File: src/rtl/fmul16_arb_pkg.sv
// -----------------------------------------------------------------------------
// fmul16_arb_pkg
// Shared types and widths for the FP16 multiplier share/arbiter slice.
//   FP16_W / RM_W / FFLAGS_W : operand, rounding-mode and flag widths
//   ID_W                      : requester id width, sized for the largest
//                               supported requester count (8)
//   rsp_entry_t               : response FIFO entry {id, res, fflags}
//   tag_t                     : in-flight tag pipeline stage {valid, id}
// -----------------------------------------------------------------------------
package fmul16_arb_pkg;

    localparam int FP16_W   = 16;
    localparam int RM_W     = 3;
    localparam int FFLAGS_W = 5;
    localparam int ID_W     = 3;

    typedef struct packed {
        logic [ID_W-1:0]     id;
        logic [FP16_W-1:0]   res;
        logic [FFLAGS_W-1:0] fflags;
    } rsp_entry_t;

    typedef struct packed {
        logic            valid;
        logic [ID_W-1:0] id;
    } tag_t;

endpackage

File: src/rtl/fmul16_arb_rsp_fifo.sv
// -----------------------------------------------------------------------------
// fmul16_arb_rsp_fifo
// In-order response FIFO holding multiplier results tagged with their owner.
//   clk, rst_n    : clock, asynchronous active-low reset
//   push, push_data : write one entry (caller guarantees not full)
//   pop           : drop the head entry (caller guarantees not empty)
//   head          : current head entry, valid while !empty
//   empty, full   : occupancy status
//   count         : number of stored entries
// Push and pop in the same cycle are both performed; pointers wrap at DEPTH,
// which need not be a power of two.
// -----------------------------------------------------------------------------
import fmul16_arb_pkg::*;

module fmul16_arb_rsp_fifo #(
    parameter int DEPTH = 4,
    localparam int CNT_W = $clog2(DEPTH + 1)
) (
    input  logic             clk,
    input  logic             rst_n,
    input  logic             push,
    input  rsp_entry_t       push_data,
    input  logic             pop,
    output rsp_entry_t       head,
    output logic             empty,
    output logic             full,
    output logic [CNT_W-1:0] count
);

    localparam int PTR_W = (DEPTH > 1) ? $clog2(DEPTH) : 1;

    rsp_entry_t       mem [DEPTH];
    logic [PTR_W-1:0] wr_ptr;
    logic [PTR_W-1:0] rd_ptr;
    logic [CNT_W-1:0] count_q;

    function automatic logic [PTR_W-1:0] ptr_inc(input logic [PTR_W-1:0] p);
        return (p == PTR_W'(DEPTH - 1)) ? '0 : p + 1'b1;
    endfunction

    always_ff @(posedge clk or negedge rst_n) begin
        if (!rst_n) begin
            wr_ptr  <= '0;
            rd_ptr  <= '0;
            count_q <= '0;
        end else begin
            if (push) wr_ptr <= ptr_inc(wr_ptr);
            if (pop)  rd_ptr <= ptr_inc(rd_ptr);
            case ({push, pop})
                2'b10:   count_q <= count_q + 1'b1;
                2'b01:   count_q <= count_q - 1'b1;
                default: count_q <= count_q;
            endcase
        end
    end

    // Storage needs no reset: nothing reads it while the FIFO is empty.
    always_ff @(posedge clk) begin
        if (push) mem[wr_ptr] <= push_data;
    end

    assign head  = mem[rd_ptr];
    assign empty = (count_q == '0);
    assign full  = (count_q == CNT_W'(DEPTH));
    assign count = count_q;

    // The credit scheme upstream must make both of these impossible.
    a_no_overflow:  assert property (@(posedge clk) disable iff (!rst_n) !(push && full));
    a_no_underflow: assert property (@(posedge clk) disable iff (!rst_n) !(pop && empty));

endmodule

File: src/rtl/fmul16_share_arb.sv
// -----------------------------------------------------------------------------
// fmul16_share_arb
// Shares one fixed-latency, non-stallable FP16 multiplier between NUM_REQ
// requesters. Round-robin arbitration issues one op per cycle; a tag pipeline
// follows each op through the multiplier and its result lands in an in-order
// response FIFO. A credit counter only lets an op issue when a FIFO slot is
// guaranteed for its result.
//   clk, rst_n          : clock, asynchronous active-low reset
//   req_valid_i/ready_o : per-requester issue handshake (ready one-hot or 0)
//   req_opa/opb/rm_i    : packed per-requester operands, requester k at slice k
//   mul_valid_o, mul_*  : issue strobe and operands to the multiplier
//   mul_res_i/fflags_i  : multiplier result, MUL_LAT cycles after issue
//   rsp_valid_o         : one-hot to the owner of the FIFO head
//   rsp_ready_i         : per-requester response ready
//   rsp_res_o/fflags_o  : head result and flags (0 when empty)
// Optional: define FMUL16_SHARE_ARB_PERF_CNT_EN to add perf_issue_cnt_o and
// perf_stall_cnt_o (32-bit wrapping issue / credit-stall counters).
// -----------------------------------------------------------------------------
import fmul16_arb_pkg::*;

module fmul16_share_arb #(
    parameter int NUM_REQ   = 2,
    parameter int MUL_LAT   = 2,
    parameter int OUT_DEPTH = 4
) (
    input  logic                        clk,
    input  logic                        rst_n,
`ifdef FMUL16_SHARE_ARB_PERF_CNT_EN
    output logic [31:0]                 perf_issue_cnt_o,
    output logic [31:0]                 perf_stall_cnt_o,
`endif
    input  logic [NUM_REQ-1:0]          req_valid_i,
    output logic [NUM_REQ-1:0]          req_ready_o,
    input  logic [NUM_REQ*FP16_W-1:0]   req_opa_i,
    input  logic [NUM_REQ*FP16_W-1:0]   req_opb_i,
    input  logic [NUM_REQ*RM_W-1:0]     req_rm_i,
    output logic                        mul_valid_o,
    output logic [FP16_W-1:0]           mul_opa_o,
    output logic [FP16_W-1:0]           mul_opb_o,
    output logic [RM_W-1:0]             mul_rm_o,
    input  logic [FP16_W-1:0]           mul_res_i,
    input  logic [FFLAGS_W-1:0]         mul_fflags_i,
    output logic [NUM_REQ-1:0]          rsp_valid_o,
    input  logic [NUM_REQ-1:0]          rsp_ready_i,
    output logic [FP16_W-1:0]           rsp_res_o,
    output logic [FFLAGS_W-1:0]         rsp_fflags_o
);

    localparam int RR_W  = $clog2(NUM_REQ);
    localparam int CR_W  = $clog2(OUT_DEPTH + 1);
    localparam int CNT_W = $clog2(OUT_DEPTH + 1);

    logic [RR_W-1:0]  rr_ptr;
    logic [RR_W-1:0]  rr_next;
    logic [CR_W-1:0]  credit;
    logic             issue;
    logic [ID_W-1:0]  grant_id;
    tag_t             tag_q [MUL_LAT];

    logic             fifo_push;
    rsp_entry_t       fifo_push_data;
    logic             fifo_pop;
    rsp_entry_t       fifo_head;
    logic             fifo_empty;
    logic             fifo_full;
    logic [CNT_W-1:0] fifo_count;

    // Round-robin search starting at rr_ptr; gated by credit so a pop in the
    // same cycle cannot unblock an issue until the credit register updates.
    always_comb begin
        int idx;
        idx         = 0;
        req_ready_o = '0;
        issue       = 1'b0;
        grant_id    = '0;
        rr_next     = rr_ptr;
        mul_opa_o   = '0;
        mul_opb_o   = '0;
        mul_rm_o    = '0;
        if (credit != '0) begin
            for (int i = 0; i < NUM_REQ; i++) begin
                idx = int'(rr_ptr) + i;
                if (idx >= NUM_REQ) idx = idx - NUM_REQ;
                if (!issue && req_valid_i[idx]) begin
                    issue            = 1'b1;
                    req_ready_o[idx] = 1'b1;
                    grant_id         = ID_W'(idx);
                    rr_next          = (idx == NUM_REQ - 1) ? '0 : RR_W'(idx + 1);
                    mul_opa_o        = req_opa_i[idx*FP16_W +: FP16_W];
                    mul_opb_o        = req_opb_i[idx*FP16_W +: FP16_W];
                    mul_rm_o         = req_rm_i[idx*RM_W +: RM_W];
                end
            end
        end
    end

    assign mul_valid_o = issue;

    always_ff @(posedge clk or negedge rst_n) begin
        if (!rst_n) begin
            rr_ptr <= '0;
            credit <= CR_W'(OUT_DEPTH);
        end else begin
            rr_ptr <= rr_next;
            case ({issue, fifo_pop})
                2'b10:   credit <= credit - 1'b1;
                2'b01:   credit <= credit + 1'b1;
                default: credit <= credit;
            endcase
        end
    end

    // Tag pipeline mirrors the multiplier latency; the last stage marks the
    // cycle in which mul_res_i belongs to a real op.
    always_ff @(posedge clk or negedge rst_n) begin
        if (!rst_n) begin
            for (int i = 0; i < MUL_LAT; i++) tag_q[i] <= '0;
        end else begin
            tag_q[0] <= '{valid: issue, id: grant_id};
            for (int i = 1; i < MUL_LAT; i++) tag_q[i] <= tag_q[i-1];
        end
    end

    assign fifo_push      = tag_q[MUL_LAT-1].valid;
    assign fifo_push_data = '{id: tag_q[MUL_LAT-1].id, res: mul_res_i, fflags: mul_fflags_i};

    fmul16_arb_rsp_fifo #(
        .DEPTH (OUT_DEPTH)
    ) u_rsp_fifo (
        .clk       (clk),
        .rst_n     (rst_n),
        .push      (fifo_push),
        .push_data (fifo_push_data),
        .pop       (fifo_pop),
        .head      (fifo_head),
        .empty     (fifo_empty),
        .full      (fifo_full),
        .count     (fifo_count)
    );

    always_comb begin
        rsp_valid_o = '0;
        for (int k = 0; k < NUM_REQ; k++) begin
            if (!fifo_empty && (fifo_head.id == ID_W'(k))) rsp_valid_o[k] = 1'b1;
        end
        rsp_res_o    = fifo_empty ? '0 : fifo_head.res;
        rsp_fflags_o = fifo_empty ? '0 : fifo_head.fflags;
    end

    // Only the head owner's ready matters, so a blocked head stalls everyone.
    assign fifo_pop = |(rsp_valid_o & rsp_ready_i);

    int inflight;
    always_comb begin
        inflight = 0;
        for (int i = 0; i < MUL_LAT; i++) inflight = inflight + int'(tag_q[i].valid);
    end

    a_credit_conserved: assert property (@(posedge clk) disable iff (!rst_n)
        (int'(credit) + inflight + int'(fifo_count)) == OUT_DEPTH);
    a_full_means_no_credit: assert property (@(posedge clk) disable iff (!rst_n)
        fifo_full |-> (credit == '0));

`ifdef FMUL16_SHARE_ARB_PERF_CNT_EN
    always_ff @(posedge clk or negedge rst_n) begin
        if (!rst_n) begin
            perf_issue_cnt_o <= '0;
            perf_stall_cnt_o <= '0;
        end else begin
            if (issue) perf_issue_cnt_o <= perf_issue_cnt_o + 32'd1;
            if (|req_valid_i && (credit == '0)) perf_stall_cnt_o <= perf_stall_cnt_o + 32'd1;
        end
    end
`endif

endmodule
File: config.mk
export PLATFORM = sky130hd
export DESIGN_NAME = fmul16_share_arb
export DESIGN_NICKNAME = d
export VERILOG_FILES = /design/src/rtl/fmul16_arb_pkg.sv /design/src/rtl/fmul16_arb_rsp_fifo.sv /design/src/rtl/fmul16_share_arb.sv
export SDC_FILE = /design/constraint.sdc
export NUM_CORES = 1
export LEC_CHECK = 0
export ABC_CLOCK_PERIOD_IN_PS = 2250
export BUFFER_PORTS_ARGS = -buffer_cell sky130_fd_sc_hd__buf_2
export CAP_MARGIN = 20
export CORE_ASPECT_RATIO = 0.75
export CORE_MARGIN = 4
export CORE_UTILIZATION = 45
export DETAILED_ROUTE_END_ITERATION = 8
export GPL_TIMING_DRIVEN = 0
export PLACE_DENSITY_LB_ADDON = 0.2
export SYNTH_ARGS = -nofsm -noshare
export SYNTH_HDL_FRONTEND = slang
export SYNTH_SLANG_ARGS = --single-unit
File: constraint.sdc
create_clock -name clk -period 2.25 [get_ports clk]
set_clock_uncertainty 0.15 [all_clocks]
set_input_delay 0.675 -clock clk [delete_from_list [all_inputs] [get_ports clk]]
set_output_delay 0.675 -clock clk [all_outputs]
set_load 0.01 [all_outputs]
# == Word level (Yosys, flattened, before mapping) ==
# Memory sizes are Yosys's and may differ from the RTL's.
# Cells that the tools add are included.
# word_totals
wordCells,109
ramBits,96
n_memories,1
ff_bits,19
# classes
n_shift,6
eq_ne,9
n_lt_le_gt_ge,6
multipliers,2
n_mux,48
n_reduce_logical,15
n_bitwise,2
add_sub_neg,11
# memory_table
name,depth,width,read_ports,rd_clocked_by_memory_dff,wr,line_no,text
u_rsp_fifo.mem,4,24,1,0,1,fmul16_arb_rsp_fifo.sv:32,rsp_entry_t mem [DEPTH];
# ops
op,count
32-bit two-way mux,4
32-bit by 32-bit variable part select with 16-bit output,4
16-bit two-way mux,7
"32-bit by 2-bit equality test with 1-bit output, second input constant",2
"32-bit by 1-bit >= comparator with 1-bit output, second input constant",2
"32-bit by 3-bit less-than comparator with 1-bit output, second input constant",2
"32-bit by 3-bit multiplier with 32-bit output, second input constant",2
6-bit by 32-bit variable part select with 3-bit output,2
1-bit two-way mux,20
3-bit two-way mux,6
2-bit two-way mux,6
3-bit one-hot mux with 2 select lines,2
"2-bit equality test, second input constant",4
"3-bit by 1-bit adder with 3-bit output, second input constant",2
3-bit zero test,2
2-bit nonzero test,3
"3-bit by 1-bit subtractor with 3-bit output, second input constant",2
1-bit logical AND,5
5-bit two-way mux,1
"2-bit by 1-bit adder with 2-bit output, second input constant",2
"2-bit by 1-bit equality test with 1-bit output, second input constant",2
"3-bit by 1-bit equality test with 1-bit output, second input constant",1
3-bit nonzero test,1
"1-bit by 2-bit subtractor with 3-bit output, second input constant",1
other kinds (11),14

# == Depth between registers and ports, before layout ==
# Gate-level depths: netlist (run 1).
# logic_depth
ltp_word,14
depth_mapped,9
ltp_nobuf,8

# == By module ==
# Synthesis (run 1) repeated with hierarchy kept, for this count alone.
# unflattened
cells_unflattened,302
area_unflattened_um2,5032.3
# by_module_without_submodules
module,area_each_um2,cells_each,n_inst,seq_area_each_um2
fmul16_arb_rsp_fifo,3927.5,164,1,3057.9
fmul16_share_arb,1104.8,138,1,201.4

# == Worst setup path after synthesis (run 1) ==
# Ideal clock, no wire load.
# synth_path
kind,reg-to-reg
start,register u_rsp_fifo.rd_ptr[0]
end,register u_rsp_fifo.count_q[2] (netlist: u_rsp_fifo.count[2])
path_slack_ns,-0.240
path_stages_with_launch,10
setup_ns,0.079
required_time_ns,2.021
t_arrival_ns,2.261
path_cell_list,dfrtp_1 buf_6 mux4_2 mux2i_4 ha_1 inv_1 fa_1 xor2_1 nor2_1 xor2_1
# synth_via
elab_chain_len,8
# synth_rtl
item,line_no,text
"start, declared",fmul16_arb_rsp_fifo.sv:34,logic [PTR_W-1:0] rd_ptr;
"start signal, assigned",fmul16_arb_rsp_fifo.sv:48,if (pop) rd_ptr <= ptr_inc(rd_ptr);
memory 4 x 24 bit *,--,
3-bit by 1-bit equality test with 1-bit output / 3-bit zero test (equally long branches),fmul16_share_arb.sv:144,if (!fifo_empty && (fifo_head.id == ID_W'(k))) rsp_valid_o[k] = 1'b1;
1-bit logical AND,fmul16_share_arb.sv:144,
1-bit two-way mux,fmul16_share_arb.sv:144,
2-bit AND *,fmul16_share_arb.sv:151,assign fifo_pop = |(rsp_valid_o & rsp_ready_i);
2-bit OR reduction *,fmul16_share_arb.sv:151,
2-bit by 1-bit equality test with 1-bit output / 2-bit equality test (equally long branches),fmul16_arb_rsp_fifo.sv:49,"case ({push, pop})"
3-bit one-hot mux with 2 select lines / 2-bit nonzero test (equally long branches),--,
"end signal, assigned",fmul16_arb_rsp_fifo.sv:50,2'b10: count_q <= count_q + 1'b1;
"end signal, assigned",fmul16_arb_rsp_fifo.sv:51,2'b01: count_q <= count_q - 1'b1;
"end signal, assigned",fmul16_arb_rsp_fifo.sv:52,default: count_q <= count_q;
"end, declared",fmul16_arb_rsp_fifo.sv:35,logic [CNT_W-1:0] count_q;
# Mark *: on every way between the ends. The rest lies on a longest branch, timed or not.
# A chain may end at the register's enable or synchronous reset.

# == Final worst setup path (run 1) ==
# layout_path
start,register u_rsp_fifo.rd_ptr[0]
end,register credit[2]
# layout_via
elab_chain_len,8
# layout_rtl
item,line_no,text
memory 4 x 24 bit *,--,
3-bit by 1-bit equality test with 1-bit output / 3-bit zero test (equally long branches),fmul16_share_arb.sv:144,
1-bit logical AND,fmul16_share_arb.sv:144,
1-bit two-way mux,fmul16_share_arb.sv:144,
2-bit AND *,fmul16_share_arb.sv:151,
2-bit OR reduction *,fmul16_share_arb.sv:151,
net fifo_pop,fmul16_share_arb.sv:62,logic fifo_pop;
2-bit by 1-bit equality test with 1-bit output / 2-bit equality test (equally long branches),fmul16_share_arb.sv:105,"case ({issue, fifo_pop})"
3-bit one-hot mux with 2 select lines / 2-bit nonzero test (equally long branches),--,
"end signal, assigned",fmul16_share_arb.sv:106,2'b10: credit <= credit - 1'b1;
"end signal, assigned",fmul16_share_arb.sv:107,2'b01: credit <= credit + 1'b1;
"end signal, assigned",fmul16_share_arb.sv:108,default: credit <= credit;
"end, declared",fmul16_share_arb.sv:55,logic [CR_W-1:0] credit;
# The timed path passes the listed nets; every way through them passes the cells marked *.

==> report_table.html, run 1 <==
<table>
<tr><th>Metric</th><th>Value</th></tr>
<tr><th colspan="2">Cells and area</th></tr>
<tr><td>Synth-to-Final Area Change</td><td>43.4%</td></tr>
<tr><td>Finished Cell Area</td><td>~6600 um^2</td></tr>
<tr><td>Fraction of final layout cells with drive strength greater than 1</td><td>0.575</td></tr>
<tr><td>Total inserted antenna cells</td><td>0</td></tr>
<tr><td>Fill cell total of the finished layout</td><td>between 600 and 700</td></tr>
<tr><td>Final net count</td><td>between 500 and 600</td></tr>
<tr><th colspan="2">Global routing</th></tr>
<tr><td>Overall overflow remaining after global route</td><td>0</td></tr>
<tr><td>All-layer global routing usage</td><td>0.189</td></tr>
<tr><td>Vias in the first global route</td><td>3,466</td></tr>
<tr><td>Largest net degree at the start of global routing</td><td>23</td></tr>
<tr><td>Number of antenna violations at the first check in global routing</td><td>0</td></tr>
<tr><td>First-pass GRT wire length</td><td>~17,000 um</td></tr>
<tr><th colspan="2">Logic synthesis</th></tr>
<tr><td>Syn Inst Count</td><td>between 200 and 300</td></tr>
<tr><td>Synthesized-area fraction occupied by adder cells</td><td>0.0277</td></tr>
<tr><td>XOR/XNOR share of the synthesized area</td><td>0.0114</td></tr>
<tr><td>Mux share of post-synthesis cell area</td><td>0.123</td></tr>
<tr><td>Post-synth EDFFs</td><td>88</td></tr>
<tr><td>Primary FF master, synth</td><td>sky130_fd_sc_hd__edfxtp_1</td></tr>
<tr><td>Average instance area after synthesis</td><td>around 16 um^2</td></tr>
<tr><td>Net count after synthesis</td><td>between 300 and 400</td></tr>
<tr><td>Distinct cells, synth</td><td>31</td></tr>
<tr><td>Share of the synthesized area in compound gates (AO/OA/AOI/OAI)</td><td>0.0781</td></tr>
<tr><td>Fraction of the mapped netlist area in simple logic gates</td><td>0.0789</td></tr>
<tr><td>Count of state elements after synthesis</td><td>~100</td></tr>
<tr><td>Synth warnings</td><td>0</td></tr>
<tr><td>Sequential share of the synthesized area</td><td>0.655</td></tr>
<tr><td>Netlist Area Pre-Place</td><td>roughly 4600 um^2</td></tr>
<tr><td>Largest family of logic cells by synthesized area</td><td>multiplexers</td></tr>
<tr><td>FFs w/ async S/R, synth</td><td>0.146</td></tr>
<tr><th colspan="2">Floorplan</th></tr>
<tr><td>Starting density of the core</td><td>0.470</td></tr>
<tr><td>Die W</td><td>roughly 120 um</td></tr>
<tr><td>Full die area</td><td>~12,000 um^2</td></tr>
<tr><td>Row count</td><td>31</td></tr>
<tr><td>Floorplan die height</td><td>approximately 96 um</td></tr>
<tr><td>Total core area</td><td>between 9000 and 10,000 um^2</td></tr>
<tr><td>Top Ports</td><td>~160</td></tr>
<tr><th colspan="2">Placement</th></tr>
<tr><td>Post-DP HPWL</td><td>between 7000 and 8000 um</td></tr>
<tr><td>GPL Wtd Cong</td><td>between 0.6 and 0.7</td></tr>
<tr><td>Number of buffers added on ports</td><td>approximately 160</td></tr>
<tr><td>Area after detailed placement</td><td>roughly 5700 um^2</td></tr>
<tr><th colspan="2">Worst setup path</th></tr>
<tr><td>Crit Path Max Fanout</td><td>6</td></tr>
<tr><td>Endpoint of the worst setup timing path</td><td>credit[2]</td></tr>
<tr><td>CP Data Arrival Time</td><td>between 2 and 3 ns</td></tr>
<tr><td>Startpoint type of the worst setup path</td><td>flip-flop</td></tr>
<tr><td>Critical Path RT</td><td>2.37 ns</td></tr>
<tr><td>Startpoint of the worst setup timing path</td><td>u_rsp_fifo.rd_ptr[0]</td></tr>
<tr><td>Number of cells on the worst reg-to-reg path</td><td>9</td></tr>
<tr><td>Worst R2R Start</td><td>u_rsp_fifo.rd_ptr[0]</td></tr>
<tr><td>Endpoint kind of the worst setup timing path</td><td>flip-flop</td></tr>
<tr><td>Register-to-register setup slack</td><td>-0.46 ns</td></tr>
<tr><td>Crit Reg-Reg Endpoint</td><td>credit[2]</td></tr>
<tr><td>Setup Crit Path Kind</td><td>reg2reg</td></tr>
<tr><th colspan="2">Route</th></tr>
<tr><td>Routed length per placed instance</td><td>18.4 um</td></tr>
<tr><td>Total Wirelength</td><td>11,500 um</td></tr>
<tr><td>Number of nets with antenna violations after routing</td><td>0</td></tr>
<tr><td>Starting DRC count in detailed routing</td><td>about 230</td></tr>
<tr><td>Number of iterations in the first detailed-routing pass</td><td>4</td></tr>
<tr><td>Drt drc</td><td>0</td></tr>
<tr><td>Total via count in the routed design</td><td>3,336</td></tr>
<tr><td>Via density</td><td>about 5.3</td></tr>
<tr><th colspan="2">Run</th></tr>
<tr><td># Max-Cap Violations</td><td>0</td></tr>
<tr><th colspan="2">Run status</th></tr>
<tr><td>Violations in the final reports</td><td>negative setup slack</td></tr>
<tr><td>Status</td><td>finished, violations left</td></tr>
<tr><th colspan="2">Timing</th></tr>
<tr><td>Remaining max-slew budget at the tightest pin</td><td>0.560</td></tr>
<tr><td>Sum Neg Setup Slack</td><td>-15.74 ns</td></tr>
<tr><td>Max-slew violation count</td><td>0</td></tr>
<tr><td>Number of endpoints failing setup at the final stage</td><td>65</td></tr>
<tr><td>RSZ-0062 raised after global routing</td><td>yes</td></tr>
<tr><td>Period utilization</td><td>1.20</td></tr>
<tr><td>Crit path setup slack, layout</td><td>-0.455 ns</td></tr>
<tr><td>Fmax</td><td>370 MHz</td></tr>
<tr><td>Transition time of the tightest slew-check pin</td><td>~0.66 ns</td></tr>
<tr><td>Final number of hold-violating endpoints</td><td>0</td></tr>
<tr><td>Worst hold slack across all endpoints</td><td>~0.077 ns</td></tr>
<tr><td>Final period demand of the worst path</td><td>roughly 2.7 ns</td></tr>
<tr><th colspan="2">Power</th></tr>
<tr><td>Peak supply drop</td><td>around 0.58 mV</td></tr>
<tr><td>Final Power</td><td>about 9.0 mW</td></tr>
<tr><td>Total leakage power</td><td>around 2.7 nW</td></tr>
<tr><td>P per Cell Area</td><td>~1400 nW/um^2</td></tr>
<tr><th colspan="2">Clocking</th></tr>
<tr><td>Number of buffers on the longest clock path</td><td>2</td></tr>
<tr><td>Reg clk slew, reported paths</td><td>0.06 ns</td></tr>
<tr><td>Htree depth</td><td>3</td></tr>
<tr><td>Cell at the root of the clock tree</td><td>sky130_fd_sc_hd__clkbuf_16</td></tr>
<tr><td>Clock tree from TritonCTS</td><td>done</td></tr>
<tr><td>Number of buffers added by the clock tree synthesis step</td><td>9</td></tr>
<tr><td>Worst-Skew Late Latency</td><td>~0.34 ns</td></tr>
<tr><td>CTS sink count</td><td>slightly above 100</td></tr>
<tr><td>Post-CTS Hold Buffers</td><td>0</td></tr>
<tr><th colspan="2">Hold path</th></tr>
<tr><td>Worst Hold Class</td><td>in2async</td></tr>
</table>
[cells by family (layout without fill, tap and decap cells)]
kind of cell / after synthesis / count (layout)
muxes: 27 / 27
DFF: 103 / 103
buffers and inverters: 29 / 228
adders and majority gates: 9 / 9
and+or+nand+nor: 75 / 75
xor gates and xnor gates: 6 / 6
AOI/OAI and AO/OA: 44 / 44
[where the power goes]
group          switching [mW]  total (mW)  internal, mW
clock network           0.649        1.46         0.809
logic                    2.12        4.55          2.43
registers               0.247        2.99          2.75
[flip-flops by register name, indices dropped and copies added (netlist names), 2 cells and up]
signal / flops
u_rsp_fifo.mem: 88
credit: 3
u_rsp_fifo.count: 3
tag_q: 2
u_rsp_fifo.rd_ptr: 2
u_rsp_fifo.wr_ptr: 2
[per-layer routing]
| metal | global-route usage | vias to the layer above | share of wire |
|---|---|---|---|
| met2 | 0.317 | 104 | 0.52 |
| met4 | 0.0560 | 0 | 0.010 |
| met3 | 0.0504 | 13 | 0.053 |
| li1 | - | 1544 | - |
| met1 | 0.248 | 1675 | 0.42 |
| met5 | 0 | - | 0 |
[layout make-up]
class / instances / area, um^2 / area share
Clock inverter: 3 / 20.0 / 0.00303
Inverter: 8 / 30.0 / 0.00454
Tap cell: 132 / 165 / 0.0250
Multi-Input combinational cell: 161 / 1710 / 0.258
Sequential cell: 103 / 3020 / 0.457
Timing Repair Buffer: 184 / 1190 / 0.179
Clock buffer: 13 / 260 / 0.0393
Buffer: 20 / 221 / 0.0335
[critical path, stage by stage (launching register included)]
cell and delay, ns:
sky130_fd_sc_hd__dfrtp_1 0.39, sky130_fd_sc_hd__buf_6 0.18, sky130_fd_sc_hd__mux4_2 0.61, sky130_fd_sc_hd__mux2i_2 0.23, sky130_fd_sc_hd__ha_2 0.23, sky130_fd_sc_hd__inv_2 0.04
sky130_fd_sc_hd__fa_2 0.33, sky130_fd_sc_hd__xor2_1 0.16, sky130_fd_sc_hd__nor2_1 0.14, sky130_fd_sc_hd__xor2_1 0.17
[worst min-delay path by stage]
stage / startpoint / end / slack [ns] / cells after the start
after global routing: rst_n / u_rsp_fifo.rd_ptr[0] / 0.09 / 1
after CTS: rst_n / u_rsp_fifo.wr_ptr[1] / 0.08 / 1
after global placement: tag_q[7] / fifo_push / 0.18 / 0
after detailed placement: tag_q[4] / fifo_push_data[21] / 0.19 / 0
final: rst_n / u_rsp_fifo.rd_ptr[0] / 0.08 / 1
after floorplan: tag_q[7] / fifo_push / 0.18 / 0
[cells in the final DEF (no fill, tap or decap), types with 3 or more instances in the layout]
cell type / instances
sky130_fd_sc_hd__mux4_2: 22
sky130_fd_sc_hd__and2_1: 4
sky130_fd_sc_hd__clkbuf_4: 3
sky130_fd_sc_hd__buf_2: 143
sky130_fd_sc_hd__nor2b_1: 12
sky130_fd_sc_hd__ha_1: 5
sky130_fd_sc_hd__dfrtp_1: 12
sky130_fd_sc_hd__nor2_1: 39
sky130_fd_sc_hd__buf_6: 21
sky130_fd_sc_hd__xor2_1: 4
sky130_fd_sc_hd__mux2_4: 3
sky130_fd_sc_hd__inv_1: 5
sky130_fd_sc_hd__clkbuf_16: 10
sky130_fd_sc_hd__a32oi_2: 10
sky130_fd_sc_hd__buf_8: 10
sky130_fd_sc_hd__clkbuf_8: 4
sky130_fd_sc_hd__inv_2: 3
sky130_fd_sc_hd__edfxtp_1: 88
sky130_fd_sc_hd__nor2b_4: 10
sky130_fd_sc_hd__clkbuf_2: 6
sky130_fd_sc_hd__buf_4: 14
sky130_fd_sc_hd__a32oi_1: 25
[synth_stat cells (all sizes together), types with 3 or more instances]
cell type  count  area, um^2
and2           5        31.3
mux2           3        41.3
nor2          39         146
dfrtp         14         350
ha             7        87.6
nor2b         22         138
edfxtp        88        2640
a32oi         35         307
mux4          22         495
clkbuf        16        60.1
buf            5        28.8
xor2           4        35.0
inv            8        30.0
o21ai          4        20.0
[metrics by stage]
stage                     std cells  setup WS (ns)   util
after CTS                       622         -0.412  0.655
after global routing            624         -0.535  0.674
after detailed placement        585         -0.442  0.576
after global placement          582         -0.424  0.570
after floorplan                 293         -0.208      -
final                           624         -0.455  0.674
[repair_timing]
item,CTS,global route
cloned,5,0
setup buffers,16,2
resized for setup,74,44
pin swaps,20,10
endpoints found under the setup margin,65,65
No activity file was read; power rests on OpenSTA's default activity.
==> run 2, diff against run 1 <==
- ABC_AREA: not set -> 1
- GPL_TIMING_DRIVEN: 0 -> not set
==> run 2 against run 1 <==
Effect of this change:
- the run still ends with negative setup slack left
- setup slack improved by 0.13 ns
- utilization up 2.1 points
- flip-flop and latch count unchanged
- design area rose by 24%
- power is 41% higher
- critical endpoint is now rsp_res_o[9]
- largest cell class unchanged
==> report_table.html, run 2 <==
<table>
<tr><th>Metric</th><th>Value</th></tr>
<tr><th colspan="2">Logic synthesis</th></tr>
<tr><td>XOR/XNOR share of the synthesized area</td><td>0.00631 (was 0.0114)</td></tr>
<tr><td>Largest family of logic cells by synthesized area</td><td>simple AND/OR/NAND/NOR gates (was multiplexers)</td></tr>
<tr><td>Count of state elements after synthesis</td><td>103 (unchanged)</td></tr>
<tr><td>Synth warnings</td><td>0 (unchanged)</td></tr>
<tr><td>Net count after synthesis</td><td>762 (was 399)</td></tr>
<tr><td>Synth cell count leaders</td><td>sky130_fd_sc_hd__nand2_1 (167), sky130_fd_sc_hd__o21ai_0 (114), sky130_fd_sc_hd__edfxtp_1 (88) (was sky130_fd_sc_hd__edfxtp_1 (88), sky130_fd_sc_hd__nor2_1 (39), sky130_fd_sc_hd__a32oi_1 (35))</td></tr>
<tr><td>Syn Inst Count</td><td>656 (was 293)</td></tr>
<tr><td>FFs w/ async S/R, synth</td><td>0.146 (unchanged)</td></tr>
<tr><td>Synthesized-area fraction occupied by adder cells</td><td>0.0230 (was 0.0277)</td></tr>
<tr><td>Fraction of the mapped netlist area in simple logic gates</td><td>0.184 (was 0.0789)</td></tr>
<tr><td>Primary FF master, synth</td><td>sky130_fd_sc_hd__edfxtp_1 (unchanged)</td></tr>
<tr><td>Netlist Area Pre-Place</td><td>5550 um^2 (was 4610 um^2)</td></tr>
<tr><td>Portion of synthesized cell area occupied by the leading cell type</td><td>0.476 (was 0.573)</td></tr>
<tr><td>Top area cells in the synthesized netlist</td><td>sky130_fd_sc_hd__edfxtp_1 (48%), sky130_fd_sc_hd__nand2_1 (11%), sky130_fd_sc_hd__o21ai_0 (10%) (was sky130_fd_sc_hd__edfxtp_1 (57%), sky130_fd_sc_hd__mux4_2 (11%), sky130_fd_sc_hd__dfrtp_1 (7.6%))</td></tr>
<tr><td>Average instance area after synthesis</td><td>8.46 um^2 (was 15.7 um^2)</td></tr>
<tr><td>Post-synth EDFFs</td><td>88 (unchanged)</td></tr>
<tr><td>Sequential share of the synthesized area</td><td>0.544 (was 0.655)</td></tr>
<tr><td>Mux share of post-synthesis cell area</td><td>0.00203 (was 0.123)</td></tr>
<tr><td>Most used standard cell by instance count after synthesis</td><td>sky130_fd_sc_hd__nand2_1 (was sky130_fd_sc_hd__edfxtp_1)</td></tr>
<tr><td>Leading area contributor after synthesis</td><td>sky130_fd_sc_hd__edfxtp_1 (unchanged)</td></tr>
<tr><td>Share of the synthesized area in compound gates (AO/OA/AOI/OAI)</td><td>0.165 (was 0.0781)</td></tr>
<tr><td>Distinct cells, synth</td><td>25 (was 31)</td></tr>
<tr><th colspan="2">Worst setup path</th></tr>
<tr><td>Setup Crit Path Kind</td><td>reg2out (was reg2reg)</td></tr>
<tr><td>Startpoint of the worst setup timing path</td><td>u_rsp_fifo.rd_ptr[0] (unchanged)</td></tr>
<tr><td>CP Data Arrival Time</td><td>1.75 ns (was 2.82 ns)</td></tr>
<tr><td>Worst R2R Start</td><td>u_rsp_fifo.rd_ptr[0] (unchanged)</td></tr>
<tr><td>Critical Path RT</td><td>1.42 ns (was 2.37 ns)</td></tr>
<tr><td>Crit Path Max Fanout</td><td>8 (was 6)</td></tr>
<tr><td>Startpoint type of the worst setup path</td><td>flip-flop (unchanged)</td></tr>
<tr><td>Endpoint kind of the worst setup timing path</td><td>primary output (was flip-flop)</td></tr>
<tr><th colspan="2">Clocking</th></tr>
<tr><td>Number of buffers added by the clock tree synthesis step</td><td>9 (unchanged)</td></tr>
<tr><td>Htree depth</td><td>3 (unchanged)</td></tr>
<tr><td>CTS sink count</td><td>103 (unchanged)</td></tr>
<tr><td>Cell at the root of the clock tree</td><td>sky130_fd_sc_hd__clkbuf_16 (unchanged)</td></tr>
<tr><td>Post-CTS Hold Buffers</td><td>0 (unchanged)</td></tr>
<tr><td>Worst-Skew Late Latency</td><td>0.34 ns (about the same)</td></tr>
<tr><td>Reg clk slew, reported paths</td><td>0.07 ns (was 0.06 ns)</td></tr>
<tr><td>Number of buffers on the longest clock path</td><td>2 (unchanged)</td></tr>
<tr><td>Clock tree from TritonCTS</td><td>done (unchanged)</td></tr>
<tr><th colspan="2">Global routing</th></tr>
<tr><td>M1 GR Usage</td><td>0.287 (was 0.248)</td></tr>
<tr><td>Largest net degree at the start of global routing</td><td>37 (was 23)</td></tr>
<tr><td>GR met3 Demand/Resource</td><td>0.0464 (was 0.0504)</td></tr>
<tr><td>Most used routing layer in global routing</td><td>met2 (unchanged)</td></tr>
<tr><td>All-layer global routing usage</td><td>0.228 (was 0.189)</td></tr>
<tr><td>Met2 Track Usage GR</td><td>0.396 (was 0.317)</td></tr>
<tr><td>First-pass GRT wire length</td><td>25,800 um (was 17,500 um)</td></tr>
<tr><td>Overall overflow remaining after global route</td><td>0 (unchanged)</td></tr>
<tr><td>Vias in the first global route</td><td>5,223 (was 3,466)</td></tr>
<tr><td>Number of antenna violations at the first check in global routing</td><td>0 (unchanged)</td></tr>
<tr><th colspan="2">Timing</th></tr>
<tr><td>Max-slew violation count</td><td>0 (unchanged)</td></tr>
<tr><td>Transition time of the tightest slew-check pin</td><td>0.371 ns (was 0.655 ns)</td></tr>
<tr><td>Period utilization</td><td>1.15 (was 1.20)</td></tr>
<tr><td>Remaining max-slew budget at the tightest pin</td><td>0.753 (was 0.560)</td></tr>
<tr><td>RSZ-0062 raised after global routing</td><td>yes (unchanged)</td></tr>
<tr><td>Number of endpoints failing setup at the final stage</td><td>64 (was 65)</td></tr>
<tr><td>Final number of hold-violating endpoints</td><td>0 (unchanged)</td></tr>
<tr><td>Fmax</td><td>388 MHz (was 370 MHz)</td></tr>
<tr><td>Final period demand of the worst path</td><td>2.58 ns (was 2.71 ns)</td></tr>
<tr><td>Crit path setup slack, layout</td><td>-0.328 ns (was -0.455 ns)</td></tr>
<tr><td>Sum Neg Setup Slack</td><td>-15.32 ns (was -15.74 ns)</td></tr>
<tr><th colspan="2">Placement</th></tr>
<tr><td>Post-DP HPWL</td><td>9880 um (was 7530 um)</td></tr>
<tr><td>Area after detailed placement</td><td>6820 um^2 (was 5650 um^2)</td></tr>
<tr><td>Number of buffers added on ports</td><td>157 (unchanged)</td></tr>
<tr><td>GPL Wtd Cong</td><td>0.848 (was 0.692)</td></tr>
<tr><th colspan="2">Hold path</th></tr>
<tr><td>Worst Hold Class</td><td>in2async (unchanged)</td></tr>
<tr><th colspan="2">Power</th></tr>
<tr><td>Peak supply drop</td><td>0.689 mV (was 0.578 mV)</td></tr>
<tr><td>Total leakage power</td><td>3.57 nW (was 2.73 nW)</td></tr>
<tr><td>P per Cell Area</td><td>1550 nW/um^2 (was 1360 nW/um^2)</td></tr>
<tr><th colspan="2">Route</th></tr>
<tr><td>Number of iterations in the first detailed-routing pass</td><td>5 (was 4)</td></tr>
<tr><td>Starting DRC count in detailed routing</td><td>262 (was 225)</td></tr>
<tr><td>Drt drc</td><td>0 (unchanged)</td></tr>
<tr><td>Via density</td><td>5.18 (was 5.35)</td></tr>
<tr><td>Routed length per placed instance</td><td>16.2 um (was 18.4 um)</td></tr>
<tr><td>Total Wirelength</td><td>16,600 um (was 11,500 um)</td></tr>
<tr><td>Number of nets with antenna violations after routing</td><td>0 (unchanged)</td></tr>
<tr><td>Total via count in the routed design</td><td>5,295 (was 3,336)</td></tr>
<tr><th colspan="2">Floorplan</th></tr>
<tr><td>Total core area</td><td>11,800 um^2 (was 9810 um^2)</td></tr>
<tr><td>Top Ports</td><td>158 (unchanged)</td></tr>
<tr><td>Full die area</td><td>14,200 um^2 (was 11,900 um^2)</td></tr>
<tr><td>Starting density of the core</td><td>0.469 (was 0.470)</td></tr>
<tr><td>Row count</td><td>34 (was 31)</td></tr>
<tr><td>Die W</td><td>136 um (was 125 um)</td></tr>
<tr><td>Floorplan die height</td><td>104 um (was 95.7 um)</td></tr>
<tr><th colspan="2">Cells and area</th></tr>
<tr><td>Final net count</td><td>962 (was 593)</td></tr>
<tr><td>Finished Cell Area</td><td>8220 um^2 (was 6610 um^2)</td></tr>
<tr><td>Commonest non-fill, non-tap cell in the layout</td><td>sky130_fd_sc_hd__buf_2 (unchanged)</td></tr>
<tr><td>Fraction of final layout cells with drive strength greater than 1</td><td>0.447 (was 0.575)</td></tr>
<tr><td>Flip-flop count of the largest register, all copies and words added</td><td>88 (unchanged)</td></tr>
<tr><td>Leading cell types in the layout, fill and taps excluded</td><td>sky130_fd_sc_hd__buf_2 (154), sky130_fd_sc_hd__nand2_1 (147), sky130_fd_sc_hd__edfxtp_1 (88), sky130_fd_sc_hd__o21ai_0 (63), sky130_fd_sc_hd__nor2_1 (62) (was sky130_fd_sc_hd__buf_2 (143), sky130_fd_sc_hd__edfxtp_1 (88), sky130_fd_sc_hd__nor2_1 (39), sky130_fd_sc_hd__a32oi_1 (25), sky130_fd_sc_hd__mux4_2 (22))</td></tr>
<tr><td>Fill cell total of the finished layout</td><td>882 (was 680)</td></tr>
<tr><td>Synth-to-Final Area Change</td><td>48.1% (was 43.4%)</td></tr>
<tr><td>Register with the most flip-flops</td><td>u_rsp_fifo.mem (unchanged)</td></tr>
<tr><td>Total inserted antenna cells</td><td>0 (unchanged)</td></tr>
<tr><th colspan="2">Run status</th></tr>
<tr><td>Violations in the final reports</td><td>negative setup slack (unchanged)</td></tr>
<tr><td>Status</td><td>finished, violations left (unchanged)</td></tr>
<tr><th colspan="2">Run</th></tr>
<tr><td># Max-Cap Violations</td><td>0 (unchanged)</td></tr>
</table>
-- run 2: critical path, cell delays in order, from the launching register on --
cell                      delay, ns
sky130_fd_sc_hd__dfrtp_2       0.43
sky130_fd_sc_hd__buf_8         0.16
sky130_fd_sc_hd__inv_8         0.10
sky130_fd_sc_hd__buf_12        0.13
sky130_fd_sc_hd__buf_12        0.10
sky130_fd_sc_hd__buf_16        0.12
sky130_fd_sc_hd__o21ai_2       0.06
sky130_fd_sc_hd__a21oi_2       0.14
sky130_fd_sc_hd__buf_2         0.16
-- run 2: per-layer routing --
metal,share of wire,up-vias
met5,0,-
met4,0.022,0
met3,0.061,37
met2,0.51,171
met1,0.40,2502
li1,-,2585
-- run 2: worst paths after layout --
kind                                        to  slack (ns)  cells after the start
hold / removal                        tag_q[7]        0.08                      1
max in group asynchronous            credit[2]        1.57                      1
setup / recovery                  rsp_res_o[9]       -0.33                      8
min in group clk            fifo_push_data[21]        0.21                      0
hold reg to reg             fifo_push_data[21]        0.21                      0
setup reg to reg           u_rsp_fifo.count[2]       -0.19                     13
-- run 2: per-stage QoR --
step | util | hold slack (ns) | cells | total power [mW] | worst slack [ns]
floorplan | - | 0.181 | 656 | 6.57 | 0.00168
global route | 0.695 | 0.0945 | 1023 | 13.5 | -0.395
CTS | 0.676 | 0.0857 | 1017 | 12.2 | -0.295
detailed placement | 0.577 | 0.199 | 974 | 8.61 | -0.302
finish | 0.695 | 0.0817 | 1023 | 12.7 | -0.328
global placement | 0.577 | 0.196 | 974 | 8.43 | -0.281
-- run 2: where the power goes --
group / switching [mW] / total [mW] / leakage, nW / internal, mW
Sequential: 0.274 / 3.03 / 0.989 / 2.76
Combinational: 4.33 / 7.83 / 2.41 / 3.50
Clock: 0.655 / 1.85 / 0.173 / 1.20
-- run 2: layout make-up --
type                       count  area, um^2  share of cell area
multi-input combinational    458        2650               0.322
clock buffer                  10         229              0.0278
sequential                   103        3020               0.368
inverter                      55         220              0.0268
tap                          162         203              0.0247
clock inverter                 6         133              0.0161
timing repair buffer         229        1770               0.215
-- run 2: logic make-up after synthesis --
logic type / Yosys count
AOI/OAI and AO/OA: 180
buffers and inverters: 95
and+or+nand+nor: 264
xor gates and xnor gates: 4
muxes: 1
DFF: 103
adders and majority gates: 9
-- run 2: repair_timing --
item / CTS / global route
pin swaps: 53 / 20
endpoints found under the setup margin: 63 / 65
gates cloned: 8 / 0
gates resized for setup: 155 / 58
buffers inserted: 19 / 7
